## src/rtl/loop_echo_if.sv

```systemverilog
// loop_echo_if: strobe bus between the loopback responder and the link checker.
// slave = responder view, master = link-checker/driver view.
interface loop_echo_if #(
  parameter int DWIDTH = 8,
  parameter int AWIDTH = 4
);
  logic              rx_stb_i;
  logic [DWIDTH-1:0] rx_data_i;
  logic              tx_ready_i;
  logic              tx_stb_o;
  logic [DWIDTH-1:0] tx_data_o;
  logic [AWIDTH:0]   count_o;
  logic              overflow_o;

  modport slave (
    input  rx_stb_i, rx_data_i, tx_ready_i,
    output tx_stb_o, tx_data_o, count_o, overflow_o
  );

  modport master (
    output rx_stb_i, rx_data_i, tx_ready_i,
    input  tx_stb_o, tx_data_o, count_o, overflow_o
  );
endinterface

```

## src/rtl/loop_echo.sv

```systemverilog
// loop_echo: far-end loopback responder. Buffers strobed words in a FIFO and
// re-emits them in order as a strobe stream, with optional forced gap.
// Optional build macro LOOP_ECHO_INJECT_EN adds inj_i, which corrupts bit 0
// of the next popped word (one-shot).
//
// state   | meaning
// --------+------------------------------------------------------------
// ST_IDLE | may pop the head word when occupancy > 0 and tx_ready_i is high
// ST_GAP  | counting forced idle cycles after a strobe
module loop_echo #(
  parameter int DWIDTH = 8,
  parameter int AWIDTH = 4,
  parameter int GAP    = 0
) (
  input  logic clk_i,
  input  logic rst_i,
`ifdef LOOP_ECHO_INJECT_EN
  input  logic inj_i,
`endif
  loop_echo_if.slave bus
);

  localparam int DEPTH = 1 << AWIDTH;
  localparam int GW    = (GAP > 0) ? $clog2(GAP + 1) : 1;
  localparam logic [GW-1:0]   GAP_L  = GAP[GW-1:0];
  localparam logic [AWIDTH:0] L_FULL = {1'b1, {AWIDTH{1'b0}}};

  typedef enum logic {ST_IDLE = 1'b0, ST_GAP = 1'b1} state_t;

  logic [DWIDTH-1:0] r_mem [DEPTH];
  logic [AWIDTH-1:0] r_wr_ptr;
  logic [AWIDTH-1:0] r_rd_ptr;
  logic [AWIDTH:0]   r_count;
  logic              r_overflow;
  logic              r_tx_stb;
  logic [DWIDTH-1:0] r_tx_data;
  logic [GW-1:0]     r_gap_cnt;
  state_t            r_state;

  state_t            w_state_nxt;
  logic [GW-1:0]     w_gap_nxt;
  logic              w_pop;
  logic              w_wr;
  logic              w_full;
  logic [DWIDTH-1:0] w_head;
  logic [DWIDTH-1:0] w_out_data;

  assign w_full = (r_count == L_FULL);
  // Full is judged on the pre-edge count, so a pop in the same cycle does not
  // make room for the incoming word.
  assign w_wr   = bus.rx_stb_i && !w_full;
  assign w_head = r_mem[r_rd_ptr];

`ifdef LOOP_ECHO_INJECT_EN
  logic r_inj;

  // One-shot corruption flag: armed by inj_i, consumed by the next pop.
  always_ff @(posedge clk_i) begin
    if (rst_i)
      r_inj <= 1'b0;
    else if (w_pop)
      r_inj <= inj_i;
    else if (inj_i)
      r_inj <= 1'b1;
  end

  assign w_out_data = w_head ^ {{(DWIDTH-1){1'b0}}, r_inj};
`else
  assign w_out_data = w_head;
`endif

  // FIFO storage; written only when the word is accepted.
  always_ff @(posedge clk_i) begin
    if (w_wr)
      r_mem[r_wr_ptr] <= bus.rx_data_i;
  end

  // Pointers, occupancy and sticky overflow.
  always_ff @(posedge clk_i) begin
    if (rst_i) begin
      r_wr_ptr   <= '0;
      r_rd_ptr   <= '0;
      r_count    <= '0;
      r_overflow <= 1'b0;
    end else begin
      if (w_wr)
        r_wr_ptr <= r_wr_ptr + 1'b1;
      if (w_pop)
        r_rd_ptr <= r_rd_ptr + 1'b1;
      case ({w_wr, w_pop})
        2'b10:   r_count <= r_count + 1'b1;
        2'b01:   r_count <= r_count - 1'b1;
        default: r_count <= r_count;
      endcase
      if (bus.rx_stb_i && w_full)
        r_overflow <= 1'b1;
    end
  end

  // Read FSM state register and gap counter.
  always_ff @(posedge clk_i) begin
    if (rst_i) begin
      r_state   <= ST_IDLE;
      r_gap_cnt <= '0;
    end else begin
      r_state   <= w_state_nxt;
      r_gap_cnt <= w_gap_nxt;
    end
  end

  // Read FSM next state: pop decision in IDLE, gap countdown in GAP.
  always_comb begin
    w_state_nxt = r_state;
    w_gap_nxt   = r_gap_cnt;
    w_pop       = 1'b0;
    case (r_state)
      ST_IDLE: begin
        if ((r_count != '0) && bus.tx_ready_i) begin
          w_pop = 1'b1;
          if (GAP > 0) begin
            w_state_nxt = ST_GAP;
            w_gap_nxt   = GAP_L;
          end
        end
      end
      ST_GAP: begin
        w_gap_nxt = r_gap_cnt - 1'b1;
        if (r_gap_cnt <= GW'(1))
          w_state_nxt = ST_IDLE;
      end
      default: w_state_nxt = ST_IDLE;
    endcase
  end

  // Registered echo outputs; data holds until the next strobe.
  always_ff @(posedge clk_i) begin
    if (rst_i) begin
      r_tx_stb  <= 1'b0;
      r_tx_data <= '0;
    end else begin
      r_tx_stb <= w_pop;
      if (w_pop)
        r_tx_data <= w_out_data;
    end
  end

  // Strobe is masked while reset is asserted so no echo leaves in a reset cycle.
  assign bus.tx_stb_o   = r_tx_stb && !rst_i;
  assign bus.tx_data_o  = r_tx_data;
  assign bus.count_o    = r_count;
  assign bus.overflow_o = r_overflow;

endmodule
```

## src/flat_wrapper.sv

```systemverilog
// flat-port wrapper written by rule: the top's interface ports become plain ports
module loop_echo_flat 
#(
  parameter int DWIDTH = 8,
  parameter int AWIDTH = 4,
  parameter int GAP    = 0
)
  (clk_i, rst_i, bus_rx_stb_i, bus_rx_data_i, bus_tx_ready_i, bus_tx_stb_o, bus_tx_data_o, bus_count_o, bus_overflow_o);
  loop_echo_if #(.DWIDTH(DWIDTH), .AWIDTH(AWIDTH)) bus_i ();
  input  logic clk_i;
  input  logic rst_i;
  input wire logic [$bits(bus_i.rx_stb_i)-1:0] bus_rx_stb_i;
  input wire logic [$bits(bus_i.rx_data_i)-1:0] bus_rx_data_i;
  input wire logic [$bits(bus_i.tx_ready_i)-1:0] bus_tx_ready_i;
  output wire logic [$bits(bus_i.tx_stb_o)-1:0] bus_tx_stb_o;
  output wire logic [$bits(bus_i.tx_data_o)-1:0] bus_tx_data_o;
  output wire logic [$bits(bus_i.count_o)-1:0] bus_count_o;
  output wire logic [$bits(bus_i.overflow_o)-1:0] bus_overflow_o;
  assign bus_i.rx_stb_i = bus_rx_stb_i;
  assign bus_i.rx_data_i = bus_rx_data_i;
  assign bus_i.tx_ready_i = bus_tx_ready_i;
  assign bus_tx_stb_o = bus_i.tx_stb_o;
  assign bus_tx_data_o = bus_i.tx_data_o;
  assign bus_count_o = bus_i.count_o;
  assign bus_overflow_o = bus_i.overflow_o;
  loop_echo #(.DWIDTH(DWIDTH), .AWIDTH(AWIDTH), .GAP(GAP)) u_core (.clk_i(clk_i), .rst_i(rst_i), .bus(bus_i));
endmodule
```

## config.mk

```make
export PLATFORM = sky130hd
export DESIGN_NAME = loop_echo_flat
export DESIGN_NICKNAME = d
export VERILOG_FILES = /design/src/rtl/loop_echo_if.sv /design/src/rtl/loop_echo.sv /design/src/flat_wrapper.sv
export SDC_FILE = /design/constraint.sdc
export NUM_CORES = 1
export LEC_CHECK = 0
export CELL_PAD_IN_SITES_DETAIL_PLACEMENT = 2
export CELL_PAD_IN_SITES_GLOBAL_PLACEMENT = 2
export CORE_MARGIN = 2
export CORE_UTILIZATION = 44
export CTS_CLUSTER_SIZE = 8
export DETAILED_ROUTE_END_ITERATION = 10
export PLACE_DENSITY_LB_ADDON = 0.1
export SLEW_MARGIN = 20
export SYNTH_ARGS = -nofsm -noshare
export SYNTH_HDL_FRONTEND = slang
export SYNTH_SLANG_ARGS = --single-unit
```

## constraint.sdc

```tcl
create_clock -name clk_i -period 3.52 [get_ports clk_i]
set_input_delay 0.352 -clock clk_i [delete_from_list [all_inputs] [get_ports clk_i]]
set_output_delay 0.352 -clock clk_i [all_outputs]
set_load 0.01 [all_outputs]
```

; ---- Yosys cells after proc, flatten, opt, wreduce, memory -nomap -nowiden
; Memories as Yosys holds them, arrays and structs flattened. A register that Yosys moved wholly into a read port is not among the register bits.
; Index checks and enable logic that the tools add are counted.
[word_totals]
ram_bits = 128
word_cells = 33
input_bits = 12
out_inout_bits = 15
ff_bits = 17
mem_count = 1
[classes]
n_eq_ne = 3
add_sub_neg = 5
bitwise = 1
order_cmp = 1
reduce_logical = 9
muxes = 6
[mem_list]
columns = memory, words, width, rd, rd_clocked_by_memory_dff, write_ports, line
row1 = u_core.r_mem, 16, 8, 1, 1, 1, loop_echo.sv:30  ; logic [DWIDTH-1:0] r_mem [DEPTH];
[op_table]
columns = operator, n
row1 = 5-bit one-hot mux with 2 select lines, 1
row2 = 4-bit by 1-bit adder with 4-bit output (second input constant), 2
row3 = 5-bit by 1-bit adder with 5-bit output (second input constant), 1
row4 = 5-bit equality test (second input constant), 1
row5 = 1-bit two-way mux, 5
row6 = 5-bit nonzero test, 1
row7 = 5-bit by 1-bit subtractor with 5-bit output (second input constant), 1
row8 = 1-bit logical AND, 4
row9 = 2-bit by 1-bit equality test with 1-bit output (second input constant), 1
row10 = 2-bit equality test (second input constant), 1
row11 = 1-bit logical NOT, 2
row12 = 2-bit nonzero test, 1
row13 = 2-bit OR reduction, 1
row14 = 1-bit <= comparator (second input constant), 1
row15 = 1-bit inverter, 1
row16 = 1-bit subtractor (second input constant), 1

; ---- Logic depth before layout (Yosys ltp)
[depth]
depth_word = 6
mapped_depth = 11
depth_no_buf = 10

; ---- Least setup slack after synthesis
; Ideal clock, no wire load.
[synth_timing]
path_type = reg-to-reg
start = reg u_core.r_count[2], in the netlist u_core.bus.count_o[2]
end = reg u_core.r_count[4], in the netlist u_core.bus.count_o[4]
t_arrival_ns = 2.495
path_buffers = 2
path_slack_ns = 0.963
required_time_ns = 3.458
setup_ns = 0.062
synth_period_minus_slack_ns = 2.557
stages_incl_launch_ff = 11
cell_sequence = dfxtp_1 -> buf_2 -> nor4_2 -> a21boi_0 -> clkbuf_1 -> ha_1 -> ha_1 -> or4b_2 -> a21oi_1 -> a31oi_1 -> nand3_1
[synth_via]
elab_chain_cells = 6
word_cells_on_any_way = 13
classes_between = add/sub (2) / eq/ne (3) / mux (3) / reduce/logical (5)
[synth_lines]
columns = item, line
row1 = from (decl), loop_echo.sv:33  ; logic [AWIDTH:0] r_count;
row2 = from (signal assigned), loop_echo.sv:91  ; 2'b10: r_count <= r_count + 1'b1;
row3 = from (signal assigned), loop_echo.sv:92  ; 2'b01: r_count <= r_count - 1'b1;
row4 = from (signal assigned), loop_echo.sv:93  ; default: r_count <= r_count;
row5 = 5-bit nonzero test (*), loop_echo.sv:118  ; if ((r_count != '0) && bus.tx_ready_i) begin
row6 = 1-bit logical AND (*), loop_echo.sv:118
row7 = 1-bit two-way mux (*), loop_echo.sv:118
row8 = 1-bit two-way mux (*), loop_echo.sv:116  ; case (r_state)
row9 = net u_core.w_pop, loop_echo.sv:42  ; logic w_pop;
row10 = 2-bit by 1-bit equality test with 1-bit output / 2-bit equality test (equally long branches), loop_echo.sv:90  ; case ({w_wr, w_pop})
row11 = 5-bit one-hot mux with 2 select lines / 2-bit nonzero test (equally long branches), -
; The timed path passes the listed nets; every way through them passes the cells marked *.
; A chain may end at the register's enable or synchronous reset.

; ---- Worst setup path after layout
[layout_timing]
start = reg u_core.r_count[2], in the netlist u_core.bus.count_o[2]
end = reg u_core.r_count[4], in the netlist u_core.bus.count_o[4]
[layout_via]
elab_chain_cells = 6
word_cells_on_any_way = 13
classes_between = add/sub (2) / eq/ne (3) / mux (3) / reduce/logical (5)
[layout_lines]
columns = item, line
row1 = 5-bit nonzero test, loop_echo.sv:118
row2 = 1-bit logical AND, loop_echo.sv:118
row3 = 1-bit two-way mux, loop_echo.sv:118
row4 = 1-bit two-way mux, loop_echo.sv:116
row5 = 2-bit by 1-bit equality test with 1-bit output / 2-bit equality test (equally long branches), loop_echo.sv:90
row6 = 5-bit one-hot mux with 2 select lines / 2-bit nonzero test (equally long branches), -
; Several ways; a longest one is shown, not always the timed one.

==> results.md <==
* Starting density of the core at 44.8%
* Reg2Reg Setup Slack at 0.63 ns
* Fin crit share at 82.1%
* XOR/XNOR Fraction of Synth Area at 1.28%
* Met2 Use GR at 40.9%
* Overflow after GRT at 0
* Post-Syn Instances at 406
* Largest net degree at the start of global routing at 43
* P_leak at 2.26 nW
* Ys async rst share at 0%
* Fin nets at 459
* Crit path required time at 3.88 ns
* Die area at 15,000 um2
* N_diodes at 0
* GR peak layer: met2
* DP Worst Slack at 0.552 ns
* MaxCap Viol Count at 0
* R2r endpoint: u_core.bus.count_o[4]
* Largest family of logic cells by synthesized area: multiplexers
* H-Tree Level Count at 4
* Type of the worst setup path: reg -> reg
* Via count at 3,507
* Post-route cell area at 7170 um2
* Mux contribution to synthesized area at 10.9%
* CTS clk-pin slew, worst paths at 0.06 ns
* Syn avg cell area at 15.2 um2
* Worst Setup EP: u_core.bus.count_o[4]
* Final setup margin at 0.631 ns
* Synthesis-to-layout area growth at 16.2%
* Routing usage on met3 at 5.20%
* CP startpoint kind: flip-flop
* Final setup fails at 0
* Status: finished clean
* Post-DP Area at 6600 um2
* DRT antenna net count at 0
* Routed WL per cell at 25.1 um
* Achievable Freq at 346 MHz
* CTS resizes at 0
* Vias in the first global route at 3,993
* Max-slew violation count at 0
* Synth Area in Compound Gates at 6.85%
* Final min period at 2.89 ns
* Die H at 122 um
* Mapped cell area at 6170 um2
* CP Capture Type: flip-flop
* CTS Sinks at 151
* Share of the synthesized area in the top cell type at 62.3%
* Yosys cell types at 43
* GR Layer Usage met1 at 28.6%
* Boundary Pins at 27
* Least-Margin Pin Slew at 0.912 ns
* Syn_nets at 427
* Critical path arrival at 3.25 ns
* Pre-antenna DRT Iters at 4
* VDD IR-drop max at 417 uV
* Total routed wirelength at 15.8 mm
* Top-count cell post-synth: edfxtp_1
* CTS Buffer Depth at 2
* Largest cells by area after synthesis: edfxtp_1 62%, mux2i_1 11%, dfxtp_1 7.5%
* RSZ-0062 raised after global routing: no
* Core area at 13,800 um2
* Total Neg Setup Slack at 0 ns
* Top FF cell, synth: edfxtp_1
* PortBufs at 26
* Power per cell area at 690 nW/um2
* Post-synth EDFFs at 128
* Post-synth top area cell: edfxtp_1
* Pwr Total at 4.95 mW
* Initial DRC count at 247
* CTS tree: done
* Post-DP HPWL at 10.3 mm
* CP max FO at 11
* Worst slew margin at 38.9%
* # Post-CTS Setup Buffers at 0
* Final Skew at 0.00820 ns
* Fin. Hold Viols at 0
* First-pass GRT wire length at 24.4 mm
* Adder and majority gate portion of the synthesized area at 1.82%
* Seq/Total Area, Yosys at 69.7%
* Fraction of layout cells with a size suffix above 1 at 9.31%
* Crit path launch: u_core.bus.count_o[2]
* Simple-gate share of the synthesized area at 6.47%
* YS warnings at 0
* Row cnt at 43
* Hold Path Class: reg -> reg
* R2R depth at 10
* DR vias/cell at 5.56
* Hold-fix buffers at CTS at 0
* DIE WIDTH at 122 um
* R2R Path Start: u_core.bus.count_o[2]
* TritonCTS Buffers at 17
* DR DRC count at 0
* Routability cong. at 0.756
* Total track usage at 23.3%
* Worst-Skew Late Latency at 0.43 ns
* Initial antenna violation count at 0
* Synth top cells by count: 128 x edfxtp_1, 67 x mux2i_1, 33 x nor2_1, 32 x o22ai_1, 23 x dfxtp_1
* #FFs+latches synth at 151
* Clock root buffer: clkbuf_16
## sequential cells by signal, summed over array words and instances, names as in the netlist
signal / flops
u_core.r_tx_stb: 1
u_core.r_mem: 128
u_core.bus.tx_data_o: 8
u_core.bus.count_o: 5
u_core.r_wr_ptr: 4
u_core.r_rd_ptr: 4
u_core.bus.overflow_o: 1
## power breakdown
group / internal, mW / total, mW / leakage [nW] / switching, mW
clock network: 1.10 / 1.78 / 0.273 / 0.681
registers: 2.07 / 2.20 / 1.35 / 0.128
logic: 0.414 / 0.973 / 0.645 / 0.559
## final cells by class
type | instances | area, um2
fill | 1289 | 6600
sequential | 151 | 4310
multi-input combinational | 223 | 1690
clock buffer | 20 | 437
timing repair buffer | 39 | 358
tap | 180 | 225
clock inverter | 12 | 134
inverter | 6 | 22.5
## routing by layer
metal / share of wire (%) / up-vias
met5: 0 / -
met4: 0.69 / 0
met3: 2.9 / 13
met2: 54 / 48
met1: 43 / 1811
li1: - / 1635
## worst min-delay path by stage
stage                          start                    end  slack, ns  cells past startpoint
2_1_floorplan       bus_rx_data_i[0]     u_core.r_mem[0][0]       0.45                      0
3_3_place_gp   u_core.bus.overflow_o  u_core.bus.overflow_o       0.46                      2
3_5_place_dp   u_core.bus.overflow_o  u_core.bus.overflow_o       0.50                      2
4_1_cts        u_core.bus.overflow_o  u_core.bus.overflow_o       0.51                      2
5_1_grt        u_core.bus.overflow_o  u_core.bus.overflow_o       0.55                      2
6_report       u_core.bus.overflow_o  u_core.bus.overflow_o       0.50                      2
## logic make-up after synthesis
family | count (synthesis)
DFF | 151
and+or+nand+nor | 77
muxes | 67
AOI/OAI and AO/OA | 61
buffers and inverters | 32
xor gates and xnor gates | 9
adders and majority gates | 9
## worst max-delay path: stages (launching register included)
cell	delay (ns)
dfxtp_1	0.44
nor4_2	0.41
a21boi_1	0.12
buf_4	0.17
inv_1	0.10
ha_1	0.35
ha_1	0.26
or4b_2	0.60
a21oi_1	0.18
a31oi_1	0.07
nand3_1	0.12
## cells in the final DEF, fill, tap and decap left out, drive strengths merged, types with 3 or more instances in the layout
master,synthesis,routed
mux2i,67,67
nand2b,3,3
or3b,3,3
a211o,3,3
nor2,33,33
dfxtp,23,23
xnor2,3,3
a21oi,4,4
ha,9,9
nand2,8,8
o22ai,32,32
buf,18,13
clkdlybuf4s50,0,26
nand3b,3,3
o211ai,4,4
a211oi,8,8
edfxtp,128,128
clkinv,0,8
nor3,6,6
inv,6,6
xor2,6,6
bufinv,0,3
clkbuf,8,20
nor4,9,9
## metrics by stage
step                      std cells  util [%]  hold slack, ns
after detailed placement        599      47.9           0.502
after CTS                       631      52.1           0.510
after global routing            631      52.1           0.550
after floorplan                 406         -           0.451
after global placement          599      47.9           0.457
final                           631      52.1           0.505
No activity file was read; power rests on OpenSTA's default activity.
